`config.mk`:
```
export PLATFORM = sky130hd
export DESIGN_NAME = mem_req_ctrl
export DESIGN_NICKNAME = d
export VERILOG_FILES = /design/src/rtl/mem_req_pkg.sv /design/src/rtl/mem_lane_unit.sv /design/src/rtl/mem_req_ctrl.sv
export SDC_FILE = /design/constraint.sdc
export NUM_CORES = 1
export LEC_CHECK = 0
export ABC_CLOCK_PERIOD_IN_PS = 3300
export BUFFER_PORTS_ARGS = -buffer_cell sky130_fd_sc_hd__buf_2
export CAP_MARGIN = 20
export CORE_MARGIN = 5
export CORE_UTILIZATION = 35
export DETAILED_ROUTE_END_ITERATION = 6
export PLACE_DENSITY_LB_ADDON = 0.25
export SLEW_MARGIN = 20
export SYNTH_ARGS = -nofsm -noshare
export SYNTH_HDL_FRONTEND = slang
export SYNTH_SLANG_ARGS = --single-unit
```
`constraint.sdc`:
```
create_clock -name clk -period 3.3 [get_ports clk]
set_input_delay 0.66 -clock clk [delete_from_list [all_inputs] [get_ports clk]]
set_output_delay 0.66 -clock clk [all_outputs]
set_load 0.01 [all_outputs]
```
`src/rtl/mem_req_pkg.sv`:
```
// Shared types for the data-RAM request controller: FSM states, access size
// codes and the alignment rule used when MEM_ALIGN_CHECK_EN is defined.
package mem_req_pkg;

    typedef enum logic [1:0] {
        IDLE = 2'd0,
        RD   = 2'd1,
        WR   = 2'd2,
        DONE = 2'd3
    } state_t;

    localparam logic [1:0] SZ_BYTE = 2'b00;
    localparam logic [1:0] SZ_HALF = 2'b01;
    localparam logic [1:0] SZ_WORD = 2'b10;

    // A half must sit on an even address; a word (code 10 or 11) on a multiple of four.
    function automatic logic is_misaligned(input logic [1:0] size, input logic [1:0] addr_lo);
        logic bad_s;
        case (size)
            SZ_BYTE: bad_s = 1'b0;
            SZ_HALF: bad_s = addr_lo[0];
            default: bad_s = (addr_lo != 2'b00);
        endcase
        return bad_s;
    endfunction

endpackage

```
`src/rtl/mem_lane_unit.sv`:
```
// Little-endian lane logic: extracts and extends a load result from a RAM word,
// and merges a sub-word store into a RAM word for read-modify-write.
module mem_lane_unit
    import mem_req_pkg::*;
(
    input  logic [31:0] word,
    input  logic [1:0]  addr_lo,
    input  logic [1:0]  size,
    input  logic        sign_ext,
    input  logic [31:0] wdata,
    output logic [31:0] load_data,
    output logic [31:0] merge_data
);

    logic [7:0]  byte_s;
    logic [15:0] half_s;

    // Lane selection from the word.
    always_comb begin
        byte_s = 8'h00;
        case (addr_lo)
            2'b00:   byte_s = word[7:0];
            2'b01:   byte_s = word[15:8];
            2'b10:   byte_s = word[23:16];
            2'b11:   byte_s = word[31:24];
            default: byte_s = 8'h00;
        endcase
        if (addr_lo[1]) begin
            half_s = word[31:16];
        end else begin
            half_s = word[15:0];
        end
    end

    // Load result: selected lane widened by sign or zero fill.
    always_comb begin
        load_data = 32'h0000_0000;
        case (size)
            SZ_BYTE: load_data = {{24{sign_ext & byte_s[7]}}, byte_s};
            SZ_HALF: load_data = {{16{sign_ext & half_s[15]}}, half_s};
            default: load_data = word;
        endcase
    end

    // Store merge: only the addressed lane changes, the rest is passed through.
    always_comb begin
        merge_data = word;
        case (size)
            SZ_BYTE: begin
                case (addr_lo)
                    2'b00:   merge_data[7:0]   = wdata[7:0];
                    2'b01:   merge_data[15:8]  = wdata[7:0];
                    2'b10:   merge_data[23:16] = wdata[7:0];
                    2'b11:   merge_data[31:24] = wdata[7:0];
                    default: merge_data = word;
                endcase
            end
            SZ_HALF: begin
                if (addr_lo[1]) begin
                    merge_data[31:16] = wdata[15:0];
                end else begin
                    merge_data[15:0] = wdata[15:0];
                end
            end
            default: merge_data = wdata;
        endcase
    end

endmodule

```
`src/rtl/mem_req_ctrl.sv`:
```
// Data-RAM initiator for the multicycle core: one load/store at a time, with
// read-modify-write for sub-word stores. MEM_ALIGN_CHECK_EN enables misalignment trapping.
module mem_req_ctrl
    import mem_req_pkg::*;
#(
    parameter int RD_LAT = 1,
    parameter int AW     = 32
) (
    input  logic          clk,
    input  logic          rst,
    input  logic          req,
    input  logic          we,
    input  logic [1:0]    size,
    input  logic          sign_ext,
    input  logic [AW-1:0] addr,
    input  logic [31:0]   wdata,
    output logic          ack,
    output logic [31:0]   rdata,
    output logic          busy,
    output logic          addr_err,
    output logic [AW-1:0] Addr,
    output logic          R,
    output logic          W,
    output logic [31:0]   W_data,
    input  logic [31:0]   R_data
);

    localparam logic [2:0] CNT_INIT = 3'(RD_LAT - 1);

    state_t        state_r;
    logic [2:0]    cnt_r;
    logic          we_r;
    logic [1:0]    size_r;
    logic          sign_ext_r;
    logic [1:0]    addr_lo_r;
    logic [31:0]   wdata_r;
    logic          ack_r;
    logic          busy_r;
    logic          rd_r;
    logic          wr_r;
    logic [AW-1:0] ram_addr_r;
    logic [31:0]   ram_wdata_r;
    logic [31:0]   rdata_r;
    logic [31:0]   load_data_s;
    logic [31:0]   merge_data_s;

    // The lane unit works on R_data directly so the result is registered on the capture edge.
    mem_lane_unit u_lane (
        .word       (R_data),
        .addr_lo    (addr_lo_r),
        .size       (size_r),
        .sign_ext   (sign_ext_r),
        .wdata      (wdata_r),
        .load_data  (load_data_s),
        .merge_data (merge_data_s)
    );

`ifdef MEM_ALIGN_CHECK_EN
    logic addr_err_r;
    assign addr_err = addr_err_r;
`else
    assign addr_err = 1'b0;
`endif

    // Request sequencing: capture the request, strobe the RAM, report completion.
    always_ff @(posedge clk) begin
        if (rst) begin
            state_r     <= IDLE;
            cnt_r       <= 3'd0;
            we_r        <= 1'b0;
            size_r      <= SZ_BYTE;
            sign_ext_r  <= 1'b0;
            addr_lo_r   <= 2'b00;
            wdata_r     <= 32'h0000_0000;
            ack_r       <= 1'b0;
            busy_r      <= 1'b0;
            rd_r        <= 1'b0;
            wr_r        <= 1'b0;
            ram_addr_r  <= {AW{1'b0}};
            ram_wdata_r <= 32'h0000_0000;
            rdata_r     <= 32'h0000_0000;
`ifdef MEM_ALIGN_CHECK_EN
            addr_err_r  <= 1'b0;
`endif
        end else begin
            case (state_r)
                IDLE: begin
                    if (req) begin
                        we_r       <= we;
                        size_r     <= size;
                        sign_ext_r <= sign_ext;
                        addr_lo_r  <= addr[1:0];
                        wdata_r    <= wdata;
                        ram_addr_r <= {addr[AW-1:2], 2'b00};
`ifdef MEM_ALIGN_CHECK_EN
                        if (is_misaligned(size, addr[1:0])) begin
                            state_r    <= DONE;
                            ack_r      <= 1'b1;
                            addr_err_r <= 1'b1;
                        end else
`endif
                        if (we && size[1]) begin
                            state_r     <= WR;
                            wr_r        <= 1'b1;
                            ram_wdata_r <= wdata;
                            busy_r      <= 1'b1;
                        end else begin
                            state_r <= RD;
                            rd_r    <= 1'b1;
                            cnt_r   <= CNT_INIT;
                            busy_r  <= 1'b1;
                        end
                    end
                end
                RD: begin
                    if (cnt_r == 3'd0) begin
                        rd_r <= 1'b0;
                        if (we_r) begin
                            state_r     <= WR;
                            wr_r        <= 1'b1;
                            ram_wdata_r <= merge_data_s;
                        end else begin
                            state_r <= DONE;
                            ack_r   <= 1'b1;
                            busy_r  <= 1'b0;
                            rdata_r <= load_data_s;
                        end
                    end else begin
                        cnt_r <= cnt_r - 3'd1;
                    end
                end
                WR: begin
                    wr_r    <= 1'b0;
                    state_r <= DONE;
                    ack_r   <= 1'b1;
                    busy_r  <= 1'b0;
                end
                DONE: begin
                    ack_r   <= 1'b0;
                    state_r <= IDLE;
`ifdef MEM_ALIGN_CHECK_EN
                    addr_err_r <= 1'b0;
`endif
                end
                default: begin
                    state_r <= IDLE;
                    ack_r   <= 1'b0;
                    busy_r  <= 1'b0;
                    rd_r    <= 1'b0;
                    wr_r    <= 1'b0;
                end
            endcase
        end
    end

    assign ack    = ack_r;
    assign busy   = busy_r;
    assign rdata  = rdata_r;
    assign Addr   = ram_addr_r;
    assign R      = rd_r;
    assign W      = wr_r;
    assign W_data = ram_wdata_r;

endmodule

```
==> results.md, run 1 <==
Placed design:
- Port buffering added 200 buffers.
- Detailed placement ended at an HPWL of 16900 um.
- The worst-case setup slack after placement is 0.733 ns.
- The congestion estimate from routability-driven global placement came to 0.856.

CTS:
- TritonCTS created 17 clock buffers.
- The total number of H-tree levels is 4.
- The latest clock arrival within the worst-skew pair is 0.43 ns.
- The number of gates resized after CTS is 0.
- The clock tree from TritonCTS is built.
- The post-cts hold buffer count is 0.
- The maximum clock insertion buffer count is 2.
- The tree built by TritonCTS fans out to 141 sinks.
- The post-CTS setup-driven buffer insertion count is 0.
- The root buffer cell chosen for the clock tree is sky130_fd_sc_hd__clkbuf_16.
- The clock transition at the register clock pins on the worst setup and hold paths after CTS is 0.06 ns.

Cells and area:
- The top cell types in the final layout, fill and taps aside, are 199 x sky130_fd_sc_hd__buf_2, 170 x sky130_fd_sc_hd__nand2_1, 140 x sky130_fd_sc_hd__dfxtp_1, 84 x sky130_fd_sc_hd__a21oi_1, 47 x sky130_fd_sc_hd__nor2_1.
- The sequential cell area is 0.00282 mm2.
- The most common cell after layout, fill and taps aside is sky130_fd_sc_hd__buf_2.
- The core occupancy in the finished layout is 0.445.
- The layout cell share with drive strength beyond 1 is 0.277.
- The area occupied by multi-input gates is 0.00382 mm2.
- After the last flow step, the layout net total stands at 1134.
- Relative to the synthesized area, the layout overhead comes to 24.3%.
- The fill cell total of the finished layout is 2084.

Critical path:
- The worst setup path is of the flop to flop kind.
- The maximum fanout along the worst path is 43.
- The startpoint type of the worst setup path is a flop.
- The delay of the slowest critical-path stage is 0.69 ns.
- In this design, the largest share of critical-path delay is due to compound AO/OA/AOI/OAI gates.
- In this run the critical register-to-register path is launched from state_r[1].
- The number of buffers and inverters on the critical path is 1.
- Setup slack on the worst reg-to-reg path comes out at 0.74 ns.
- Traced cell by cell, the critical path runs through inv_1, ha_2, nand4bb_1, a21oi_4, a211oi_1.
- The endpoint of the worst register-to-register path is rdata[18].
- The slowest stage of the critical path is the sky130_fd_sc_hd__ha_2 cell.
- The type of element capturing the critical path is a flop.
- The worst endpoint required time is 3.58 ns.
- The cell count of the worst reg-to-reg path is 5.
- The worst endpoint data arrival time is 2.83 ns.

Floorplanning:
- The floorplan step defined a die boundary enclosing 0.0230 mm2.
- The site row count is 51.
- The overall die width is 152 um.
- For this configuration, the core starts out at a cell density of 0.358.
- In this run the standard cell core region covers 0.0197 mm2.
- The overall die height is 152 um.
- The number of top-level pins is 204.

Synthesis:
- The mean instance size in the synthesized netlist is 8.04 um2.
- The largest area contributor in the synthesized netlist is sky130_fd_sc_hd__dfxtp_1.
- The flip-flop and latch count after synthesis is 141.
- The proportion of synthesized flip-flops having asynchronous set or reset is 0.
- The cell count after synthesis is 875.
- The sequential share of the synthesized area is 0.401.
- After synthesis, the cell types taking the most area are sky130_fd_sc_hd__dfxtp_1 40%, sky130_fd_sc_hd__nand2_1 9.1%, sky130_fd_sc_hd__a21oi_1 6.0%.
- During synthesis, Yosys emitted a total of 0 warnings.
- In this run the cell area of the synthesized design comes to 0.00703 mm2.
- Synthesis instantiated 56 different standard cells from the library.
- Among all flip-flop cells after synthesis, the most frequent one is sky130_fd_sc_hd__dfxtp_1.
- The share of the synthesized area in the top cell type is 0.401.
- Yosys mapped a number of flops with a built-in enable equal to 0.

Drt:
- The routed layout has 6948 vias.
- Summed over all layers, the routed wires come to 24200 um.
- Once detail routing completed, the nets flagged for antenna violations numbered 0.
- After detailed routing, the number of vias per cell comes to 5.34.
- Before antenna repair, the detailed router went through 4 iterations.
- For this run, design rule violations remaining after detail routing come to 0.
- The count of routing violations after the opening detailed-route iteration is 440.
- The wire length per cell after detailed routing is 18.6 um.

STA:
- The worst pin sits at a relative slew slack of 0.500.
- Summed over all failing endpoints, the final setup total negative slack is 0 ns.
- The count of pins over their slew limit was 0.
- For the finished layout, the period the worst path requires is 2.56 ns.
- The pin slew with the least headroom to its limit is 0.747 ns.
- The final count of negative-setup-slack endpoints is 0.
- Setup repair after global routing left no endpoint under its margin.
- On the final layout, the worst clock skew is 0.00653 ns.
- The count of final hold-check violations is 0.
- The part of the cycle the worst path needs is 0.775.
- For this run, the top clock speed supported by timing is 391 MHz.
- The worst setup margin is 0.742 ns.

GRT:
- The total global routing track utilization is 0.204.
- Entering global routing, the biggest net connects 86 pins.
- The initial antenna violation count came to 2.
- The via count of the first global-routing pass was 6476.
- Summed over all layers, the global routing overflow is 0.
- The first global-routing pass estimated 36600 um of wire.

Run status:
- The run finished with clean final reports.

Power and ir drop:
- VDD sags by at most 0.000352 V.
- In this run the static leakage power is 3.60 nW.
- The cell area power density is 734 mW/mm2.

Run:
- The count of max-cap constraint violations is 0.

Hold path:
- The worst hold path stage count is 2.
- The end of the worst hold path is Addr[12].
- The tightest min-delay check is of the flop to flop type.
- The startpoint of the lowest-slack hold path is Addr[12].
-- worst max-delay path by stage --
| stage | endpoint | cells after the start | start |
|---|---|---|---|
| floorplan | rdata[20] | 5 | R_data[31] |
| global placement | rdata[30] | 5 | state_r[1] |
| detailed placement | rdata[18] | 5 | state_r[1] |
| CTS | rdata[18] | 5 | state_r[1] |
| global route | rdata[15] | 5 | state_r[1] |
| finish | rdata[18] | 5 | state_r[1] |
-- per-layer routing --
metal | wire (um) | global-route usage | vias to the layer above
met5 | 20 | 0 | -
met4 | 374 | 0.0620 | 2
met3 | 1810 | 0.0568 | 26
met2 | 11200 | 0.324 | 237
met1 | 10700 | 0.271 | 3256
li1 | - | - | 3427
-- logic make-up after synthesis --
family	share of synthesized area
simple gates	0.219
compound gates	0.269
flops	0.401
buf+inv	0.0612
mux	0.0352
fa+ha+maj	0.0142
other cells	0.000533
-- Yosys cell counts, types with 14 or more instances --
cell type / count
sky130_fd_sc_hd__nand2_1: 171
sky130_fd_sc_hd__dfxtp_1: 141
sky130_fd_sc_hd__a21oi_1: 85
sky130_fd_sc_hd__clkbuf_1: 52
sky130_fd_sc_hd__nor2_1: 47
sky130_fd_sc_hd__a32o_1: 32
sky130_fd_sc_hd__a211oi_1: 28
sky130_fd_sc_hd__nand3_1: 26
sky130_fd_sc_hd__or2_2: 26
sky130_fd_sc_hd__buf_2: 20
sky130_fd_sc_hd__a22oi_1: 18
sky130_fd_sc_hd__mux2i_1: 18
sky130_fd_sc_hd__a21boi_0: 17
sky130_fd_sc_hd__nor2b_1: 17
sky130_fd_sc_hd__inv_1: 16
sky130_fd_sc_hd__o211ai_1: 16
sky130_fd_sc_hd__a31oi_1: 14
sky130_fd_sc_hd__a32oi_1: 14
-- flip-flops by register name, indices dropped and copies added (netlist names) --
| signal | count |
|---|---|
| W_data | 32 |
| W | 1 |
| sign_ext_r | 1 |
| ack | 1 |
| busy | 1 |
| cnt_r | 3 |
| we_r | 1 |
| wdata_r | 32 |
| size_r | 2 |
| state_r | 2 |
| Addr | 30 |
| R | 1 |
| addr_lo_r | 2 |
| rdata | 32 |
-- cell type report --
class | instances | area share
Timing Repair Buffer | 214 | 0.132
Sequential cell | 141 | 0.323
Antenna cell | 1 | 0.000286
Multi-Input combinational cell | 633 | 0.436
Clock buffer | 27 | 0.0598
Inverter | 16 | 0.00687
Tap cell | 265 | 0.0379
Clock inverter | 5 | 0.00343
-- where the power goes --
group / internal, mW / switching [mW] / total, mW
logic: 0.892 / 1.37 / 2.26
clock network: 1.08 / 0.726 / 1.80
registers: 2.08 / 0.268 / 2.35
total: 4.05 / 2.37 / 6.42
-- stage by stage --
step	hold WS, ns	instance area, um2	instances	total power, mW
after floorplan	0.436	7040	877	3.82
after global placement	0.439	8190	1269	4.63
after detailed placement	0.443	8190	1269	4.66
after CTS	0.450	8740	1301	6.48
after global routing	0.454	8750	1302	6.81
final	0.448	8750	1302	6.42
-- worst min-delay path, cell delays in order, from the launching register on --
cell	delay [ns]
sky130_fd_sc_hd__dfxtp_1	0.30
sky130_fd_sc_hd__nand2_1	0.05
sky130_fd_sc_hd__a21oi_1	0.05
No activity file was read; power rests on OpenSTA's default activity.
==> inputs of run 2 (changes only) <==
--- a/config.mk
+++ b/config.mk
@@ -5,7 +5,7 @@
 export SDC_FILE = /design/constraint.sdc
 export NUM_CORES = 1
 export LEC_CHECK = 0
-export ABC_CLOCK_PERIOD_IN_PS = 3300
+export ABC_CLOCK_PERIOD_IN_PS = 2500
 export BUFFER_PORTS_ARGS = -buffer_cell sky130_fd_sc_hd__buf_2
 export CAP_MARGIN = 20
 export CORE_MARGIN = 5
==> constraint.sdc (replaced) <==
create_clock -name clk -period 2.5 [get_ports clk]
set_input_delay 0.5 -clock clk [delete_from_list [all_inputs] [get_ports clk]]
set_output_delay 0.5 -clock clk [all_outputs]
set_load 0.01 [all_outputs]
==> results.md, run 2 (synthesis gave the netlist of run 1 again) <==
Floorplanning:
- The area enclosed by the die boundary is 0.0230 mm2 (unchanged).
- The core outline area is 0.0197 mm2 (unchanged).
- The number of top-level pins is 204 (unchanged).
- The overall die width is 152 um (unchanged).
- The overall die height is 152 um (unchanged).
- The site row count is 51 (unchanged).
- The effective utilization at floorplan is 0.358 (unchanged).

Critical path:
- The cell count of the worst reg-to-reg path is 6 (was 5).
- The instance count on the critical path is 6 (was 5).
- Cells traversed along the worst timing path: inv_1, ha_2, buf_12, nor2b_1, nand3_1, a32o_1 (was inv_1, ha_2, nand4bb_1, a21oi_4, a211oi_1).
- The type of element capturing the critical path is a flop (unchanged).
- The delay of the slowest critical-path stage was 0.49 ns (was 0.69 ns).
- The maximum fanout along the worst path is 51 (was 43).
- The start-to-end type of the worst setup path is flop to flop (unchanged).
- The startpoint type of the worst setup path was a flop (unchanged).
- The critical path's top delay family is simple AND/OR/NAND/NOR gates (was compound AO/OA/AOI/OAI gates).
- The highest-delay cell along the critical path is sky130_fd_sc_hd__nor2b_1 (was sky130_fd_sc_hd__ha_2).
- The worst endpoint required time is 2.81 ns (was 3.58 ns).
- The number of buffers and inverters on the critical path is 2 (was 1).
- The worst endpoint data arrival time came to 2.51 ns (was 2.83 ns).

Placed design:
- The half-perimeter wire length after detailed placement came to 17100 um (was 16900 um).
- The count of input and output buffers is 200 (unchanged).
- The worst-case setup slack after placement is 0.333 ns (was 0.733 ns).
- The placed cell count is 1279 (was 1269).
- The final estimated routing congestion in global placement is 0.858 (was 0.856).

Drt:
- The number of iterations in the first detailed-routing pass is 7 (was 4).
- The count of unresolved DRC violations after routing is 0 (unchanged).
- The detailed-route via count is 7092 (was 6948).
- The wire length per cell after detailed routing is 18.3 um (was 18.6 um).
- The final routed wirelength across all metal layers was 24000 um (was 24200 um).
- The final antenna-violating net count is 0 (unchanged).
- The count of routing violations after the opening detailed-route iteration is 515 (was 440).
- The number of vias per cell after detailed routing is 5.41 (was 5.34).

GRT:
- The pin count of the biggest net entering global routing is 91 (was 86).
- The initial antenna violation count is 4 (was 2).
- The total global routing track utilization was 0.204 (about the same).
- The total overflow reported by the global router is 0 (unchanged).
- The first-pass GRT wire length is 36400 um (was 36600 um).
- The via count of the first global-routing pass is 6502 (was 6476).

Hold path:
- The worst hold-check path type is input port to flop (was flop to flop).
- The worst hold path stage count is 3 (was 2).

Power and ir drop:
- The reported leakage power came to 3.69 nW (was 3.60 nW).
- The final total power is 8.77 mW (was 6.42 mW).
- The worst vdd rail ir drop is 0.000470 V (was 0.000352 V).
- The cell area power density is 986 mW/mm2 (was 734 mW/mm2).

CTS:
- The total number of H-tree levels came to 4 (unchanged).
- The maximum clock insertion buffer count was 2 (unchanged).
- The latest clock arrival within the worst-skew pair is 0.42 ns (was 0.43 ns).
- The post-cts hold buffer count is 0 (unchanged).
- The clock transition at the register clock pins on the worst setup and hold paths after CTS came to 0.06 ns (about the same).
- The cell at the root of the clock tree is sky130_fd_sc_hd__clkbuf_16 (unchanged).
- The clock sink total came to 141 (unchanged).
- The clock tree from TritonCTS is built (unchanged).
- The number of gates resized after CTS is 0 (unchanged).
- The post-CTS setup-driven buffer insertion count is 0 (unchanged).
- The number of buffers inserted during clock tree synthesis was 17 (unchanged).

Cells and area:
- The layout cell share with drive strength beyond 1 is 0.286 (was 0.277).
- The area growth from synthesis to layout came to 26.4% (was 24.3%).
- The final layout net count came to 1144 (was 1134).
- Most frequent cells in the layout: 199 x sky130_fd_sc_hd__buf_2, 170 x sky130_fd_sc_hd__nand2_1, 140 x sky130_fd_sc_hd__dfxtp_1, 84 x sky130_fd_sc_hd__a21oi_1, 47 x sky130_fd_sc_hd__nor2_1 (unchanged).
- The most common cell after layout, fill and taps aside is sky130_fd_sc_hd__buf_2 (unchanged).
- The post-route non-filler standard cell count is 1312 (was 1302).

STA:
- The count of pins over their slew limit came to 0 (unchanged).
- The worst slew slack as a fraction of its limit is 0.612 (was 0.500).
- The final critical-path required period is 2.20 ns (was 2.56 ns).
- The count of final hold-check violations is 0 (unchanged).
- The clock tree skew after final layout came to 0.0116 ns (was 0.00653 ns).
- The worst setup margin is 0.302 ns (was 0.742 ns).
- The pin slew with the least headroom to its limit is 0.567 ns (was 0.747 ns).
- The final count of negative-setup-slack endpoints is 0 (unchanged).
- The top achievable clock speed is 455 MHz (was 391 MHz).
- Setup repair after global routing missed its margin: no (unchanged).
- The setup TNS is 0 ns (unchanged).
- The final-layout worst hold slack is 0.315 ns (was 0.448 ns).
- The part of the cycle the worst path needs is 0.879 (was 0.775).

Run:
- The count of max-cap constraint violations is 0 (unchanged).

Run status:
- Status: finished clean (unchanged).
==> run 2: cell types whose count changed in the layout (fill, tap and decap cells not counted), sizes merged <==
| cell | delta |
|---|---|
| bufinv | +3 |
| buf | +10 |
| diode | +1 |
| clkbuf | -7 |
| clkinv | +3 |
==> run 2: per-layer routing <==
layer	vias up	wire (um)	global-route usage
met5	-	21	0
met4	4	470	0.0710
met3	34	1990	0.0521
met2	269	11300	0.320
met1	3342	10300	0.273
li1	3443	-	-
==> run 2: final timing paths <==
| path | start | end | slack (ns) |
|---|---|---|---|
| min | addr[8] | Addr[8] | 0.32 |
| max reg2reg | state_r[1] | W_data[16] | 0.30 |
| min reg2reg | Addr[16] | Addr[16] | 0.45 |
| max | state_r[1] | W_data[16] | 0.30 |
==> run 2: layout make-up <==
class	count	area [um2]
Fill cell	2027	10800
Antenna cell	2	5.00
Clock buffer	20	457
Multi-Input combinational cell	633	3820
Clock inverter	11	143
Sequential cell	141	2820
Inverter	16	60.1
Tap cell	265	332
Timing Repair Buffer	224	1260
==> run 2: where the power goes <==
group | switching [mW] | total [mW] | internal [mW] | leakage, nW
clock | 0.978 | 2.59 | 1.61 | 0.292
sequential | 0.352 | 3.10 | 2.75 | 1.16
combinational | 1.84 | 3.08 | 1.24 | 2.24
total | 3.17 | 8.77 | 5.60 | 3.69
==> run 2: metrics by stage <==
| step | instance area (um2) | utilization |
|---|---|---|
| 6_report | 8890 | 0.453 |
| 5_1_grt | 8890 | 0.453 |
| 4_1_cts | 8890 | 0.452 |
| 3_5_place_dp | 8290 | 0.422 |
| 3_3_place_gp | 8290 | 0.422 |
| 2_1_floorplan | 7040 | - |
==> run 2: worst min-delay path, cell delays in order <==
cell	delay, ns
sky130_fd_sc_hd__buf_2	0.10
sky130_fd_sc_hd__nand2_1	0.04
sky130_fd_sc_hd__a21oi_1	0.05
==> inputs of run 3 (changes only) <==
--- a/config.mk
+++ b/config.mk
@@ -8,8 +8,11 @@
 export ABC_CLOCK_PERIOD_IN_PS = 2500
 export BUFFER_PORTS_ARGS = -buffer_cell sky130_fd_sc_hd__buf_2
 export CAP_MARGIN = 20
+export CELL_PAD_IN_SITES_DETAIL_PLACEMENT = 1
+export CELL_PAD_IN_SITES_GLOBAL_PLACEMENT = 1
 export CORE_MARGIN = 5
 export CORE_UTILIZATION = 35
+export CTS_CLUSTER_SIZE = 30
 export DETAILED_ROUTE_END_ITERATION = 6
 export PLACE_DENSITY_LB_ADDON = 0.25
 export SLEW_MARGIN = 20
==> constraint.sdc (replaced) <==
create_clock -name clk -period 2.5 [get_ports clk]
set_input_delay 0.125 -clock clk [delete_from_list [all_inputs] [get_ports clk]]
set_output_delay 0.125 -clock clk [all_outputs]
set_load 0.01 [all_outputs]
==> results.md, run 3 (synthesis gave the netlist of run 1 again) <==
Critical path:
- The launch instance of the worst register-to-register path was state_r[0] (was state_r[1]).
- The internal reg-to-reg setup slack is 0.29 ns (was 0.30 ns).
- The cell count of the worst reg-to-reg path is 7 (was 6).
- The endpoint of the worst register-to-register path is W_data[24] (was W_data[16]).
- The start-to-end type of the worst setup path was flop to flop (unchanged).
- The worst endpoint required time is 2.87 ns (was 2.81 ns).
- The termination of the worst setup path is W_data[24] (was W_data[16]).
- The startpoint of the worst setup timing path is state_r[0] (was state_r[1]).
- The worst endpoint data arrival time is 2.58 ns (was 2.51 ns).
- The type of element capturing the critical path is a flop (unchanged).
- The startpoint type of the worst setup path is a flop (unchanged).
- The maximum fanout along the worst path is 32 (was 51).

Cells and area:
- The area occupied by multi-input gates is 0.00382 mm2 (unchanged).
- The final layout net count is 1226 (was 1144).
- The final instance area was 0.00962 mm2 (was 0.00889 mm2).
- The area growth from synthesis to layout is 36.7% (was 26.4%).
- The most common cell after layout, fill and taps aside is sky130_fd_sc_hd__buf_2 (unchanged).
- The fill cell total of the finished layout is 2346 (was 2027).
- The core occupancy in the finished layout was 0.489 (was 0.453).
- The sequential cell area came to 0.00282 mm2 (unchanged).
- Most frequent cells in the layout: 199 x sky130_fd_sc_hd__buf_2, 170 x sky130_fd_sc_hd__nand2_1, 140 x sky130_fd_sc_hd__dfxtp_1, 84 x sky130_fd_sc_hd__a21oi_1, 74 x sky130_fd_sc_hd__dlygate4sd3_1 (was 199 x sky130_fd_sc_hd__buf_2, 170 x sky130_fd_sc_hd__nand2_1, 140 x sky130_fd_sc_hd__dfxtp_1, 84 x sky130_fd_sc_hd__a21oi_1, 47 x sky130_fd_sc_hd__nor2_1).
- The total inserted antenna cells is 0 (was 2).
- The layout cell share with drive strength beyond 1 came to 0.274 (was 0.286).

STA:
- The final critical-path required period came to 2.21 ns (was 2.20 ns).
- The pin slew with the least headroom to its limit came to 0.638 ns (was 0.567 ns).
- The count of pins over their slew limit is 0 (unchanged).
- The count of final hold-check violations came to 0 (unchanged).
- The clock tree skew after final layout is 0.00904 ns (was 0.0116 ns).
- The final-layout worst hold slack is 0.0165 ns (was 0.315 ns).
- The setup TNS is 0 ns (unchanged).
- The worst slew slack as a fraction of its limit came to 0.574 (was 0.612).
- The part of the cycle the worst path needs was 0.885 (was 0.879).
- The final count of negative-setup-slack endpoints is 0 (unchanged).
- The worst setup margin came to 0.288 ns (was 0.302 ns).
- Setup repair after global routing missed its margin: no (unchanged).
- The top achievable clock speed is 452 MHz (was 455 MHz).

Floorplanning:
- The site row count is 51 (unchanged).
- The overall die width is 152 um (unchanged).
- The effective utilization at floorplan is 0.358 (unchanged).
- The number of top-level pins is 204 (unchanged).
- The overall die height is 152 um (unchanged).
- The core outline area is 0.0197 mm2 (unchanged).
- The area enclosed by the die boundary is 0.0230 mm2 (unchanged).

CTS:
- The clock sink total was 141 (unchanged).
- The clock transition at the register clock pins on the worst setup and hold paths after CTS came to 0.07 ns (was 0.06 ns).
- The maximum clock insertion buffer count was 2 (unchanged).
- The cell at the root of the clock tree is sky130_fd_sc_hd__clkbuf_16 (unchanged).
- The total number of H-tree levels is 4 (unchanged).
- The clock tree from TritonCTS is built (unchanged).
- The latest clock arrival within the worst-skew pair is 0.44 ns (was 0.42 ns).
- The number of buffers inserted during clock tree synthesis is 17 (unchanged).
- The post-CTS setup-driven buffer insertion count is 0 (unchanged).

Power and ir drop:
- The portion of total power attributed to sequential cells was 0.352 (was 0.353).
- The fraction of power consumed by combinational cells was 0.366 (was 0.351).
- The switching power total is 3.46 mW (was 3.17 mW).
- The reported leakage power is 4.02 nW (was 3.69 nW).
- The net switching fraction of the power is 0.391 (was 0.361).
- The total internal power is 5.39 mW (was 5.60 mW).
- The cell area power density is 920 mW/mm2 (was 986 mW/mm2).
- The worst vdd rail ir drop is 0.000483 V (was 0.000470 V).
- The part of the power in the clock network was 0.282 (was 0.295).

GRT:
- The total overflow reported by the global router is 0 (unchanged).
- The first-pass GRT wire length is 43000 um (was 36400 um).
- The initial antenna violation count is 0 (was 4).
- The via count of the first global-routing pass came to 7791 (was 6502).
- The total global routing track utilization was 0.242 (was 0.204).
- The pin count of the biggest net entering global routing was 63 (was 91).

Drt:
- The count of routing violations after the opening detailed-route iteration is 431 (was 515).
- The final routed wirelength across all metal layers came to 27600 um (was 24000 um).
- The final antenna-violating net count is 0 (unchanged).
- The number of vias per cell after detailed routing is 5.41 (about the same).
- The detailed-route via count is 7533 (was 7092).
- The wire length per cell after detailed routing is 19.8 um (was 18.3 um).
- The number of iterations in the first detailed-routing pass came to 5 (was 7).
- The count of unresolved DRC violations after routing is 0 (unchanged).

Placed design:
- The worst-case setup slack after placement is 0.334 ns (was 0.333 ns).
- The count of input and output buffers is 200 (unchanged).
- The final estimated routing congestion in global placement is 0.832 (was 0.858).
- The half-perimeter wire length after detailed placement is 19100 um (was 17100 um).
- The cell area after placement is 0.00831 mm2 (was 0.00829 mm2).

Run:
- The count of max-cap constraint violations is 0 (unchanged).

Run status:
- Status: finished clean (unchanged).

Hold path:
- The worst hold-check path type is input port to flop (unchanged).
## run 3: cell type report
| class | count | share of cell area |
|---|---|---|
| Sequential cell | 141 | 0.294 |
| Inverter | 16 | 0.00624 |
| Timing Repair Buffer | 306 | 0.210 |
| Multi-Input combinational cell | 633 | 0.397 |
| Tap cell | 265 | 0.0345 |
| Clock inverter | 15 | 0.0146 |
| Clock buffer | 17 | 0.0442 |
## run 3: how the worst min path moves through the flow
stage,slack (ns),start,end,cells after the start
detailed placement,0.37,addr[18],Addr[18],3
finish,0.02,R_data[28],rdata[28],3
global route,0.01,R_data[23],rdata[23],3
floorplan,0.26,wdata[16],wdata_r[16],2
CTS,0.003,R_data[21],rdata[21],3
global placement,0.37,addr[24],Addr[24],3
## run 3: repair_timing
item / in CTS / in global routing
gates resized for setup: 0 / 0
hold endpoints to repair: 74 / 0
hold buffers: 74 / 0
## run 3: stage by stage
step	std cells	total power, mW
4_1_cts	1393	8.91
2_1_floorplan	877	5.05
3_3_place_gp	1287	6.24
3_5_place_dp	1287	6.30
5_1_grt	1393	9.39
6_report	1393	8.85
## run 3: per-layer routing
layer | vias to the layer above | routed length, um | global-route usage
li1 | 3596 | - | -
met1 | 3621 | 11300 | 0.298
met2 | 261 | 13500 | 0.413
met3 | 55 | 2180 | 0.0672
met4 | 0 | 667 | 0.0741
met5 | - | 0 | 0
## run 3: power by group through the flow
stage                     clock network, mW  registers, mW  logic, mW
after detailed placement                  0           3.16       3.14
after global placement                    0           3.14       3.09
after floorplan                           0           3.23       1.81
final                                  2.49           3.11       3.24
after global routing                   2.65           3.17       3.57
after CTS                              2.54           3.11       3.26
## run 3: worst max-delay path, cell delays in order (launching register included)
cell                      delay [ns]
sky130_fd_sc_hd__dfxtp_1        0.41
sky130_fd_sc_hd__inv_1          0.11
sky130_fd_sc_hd__ha_1           0.32
sky130_fd_sc_hd__nor2b_1        0.20
sky130_fd_sc_hd__a21o_1         0.21
sky130_fd_sc_hd__nor4_4         0.26
sky130_fd_sc_hd__buf_4          0.38
sky130_fd_sc_hd__a32o_1         0.24
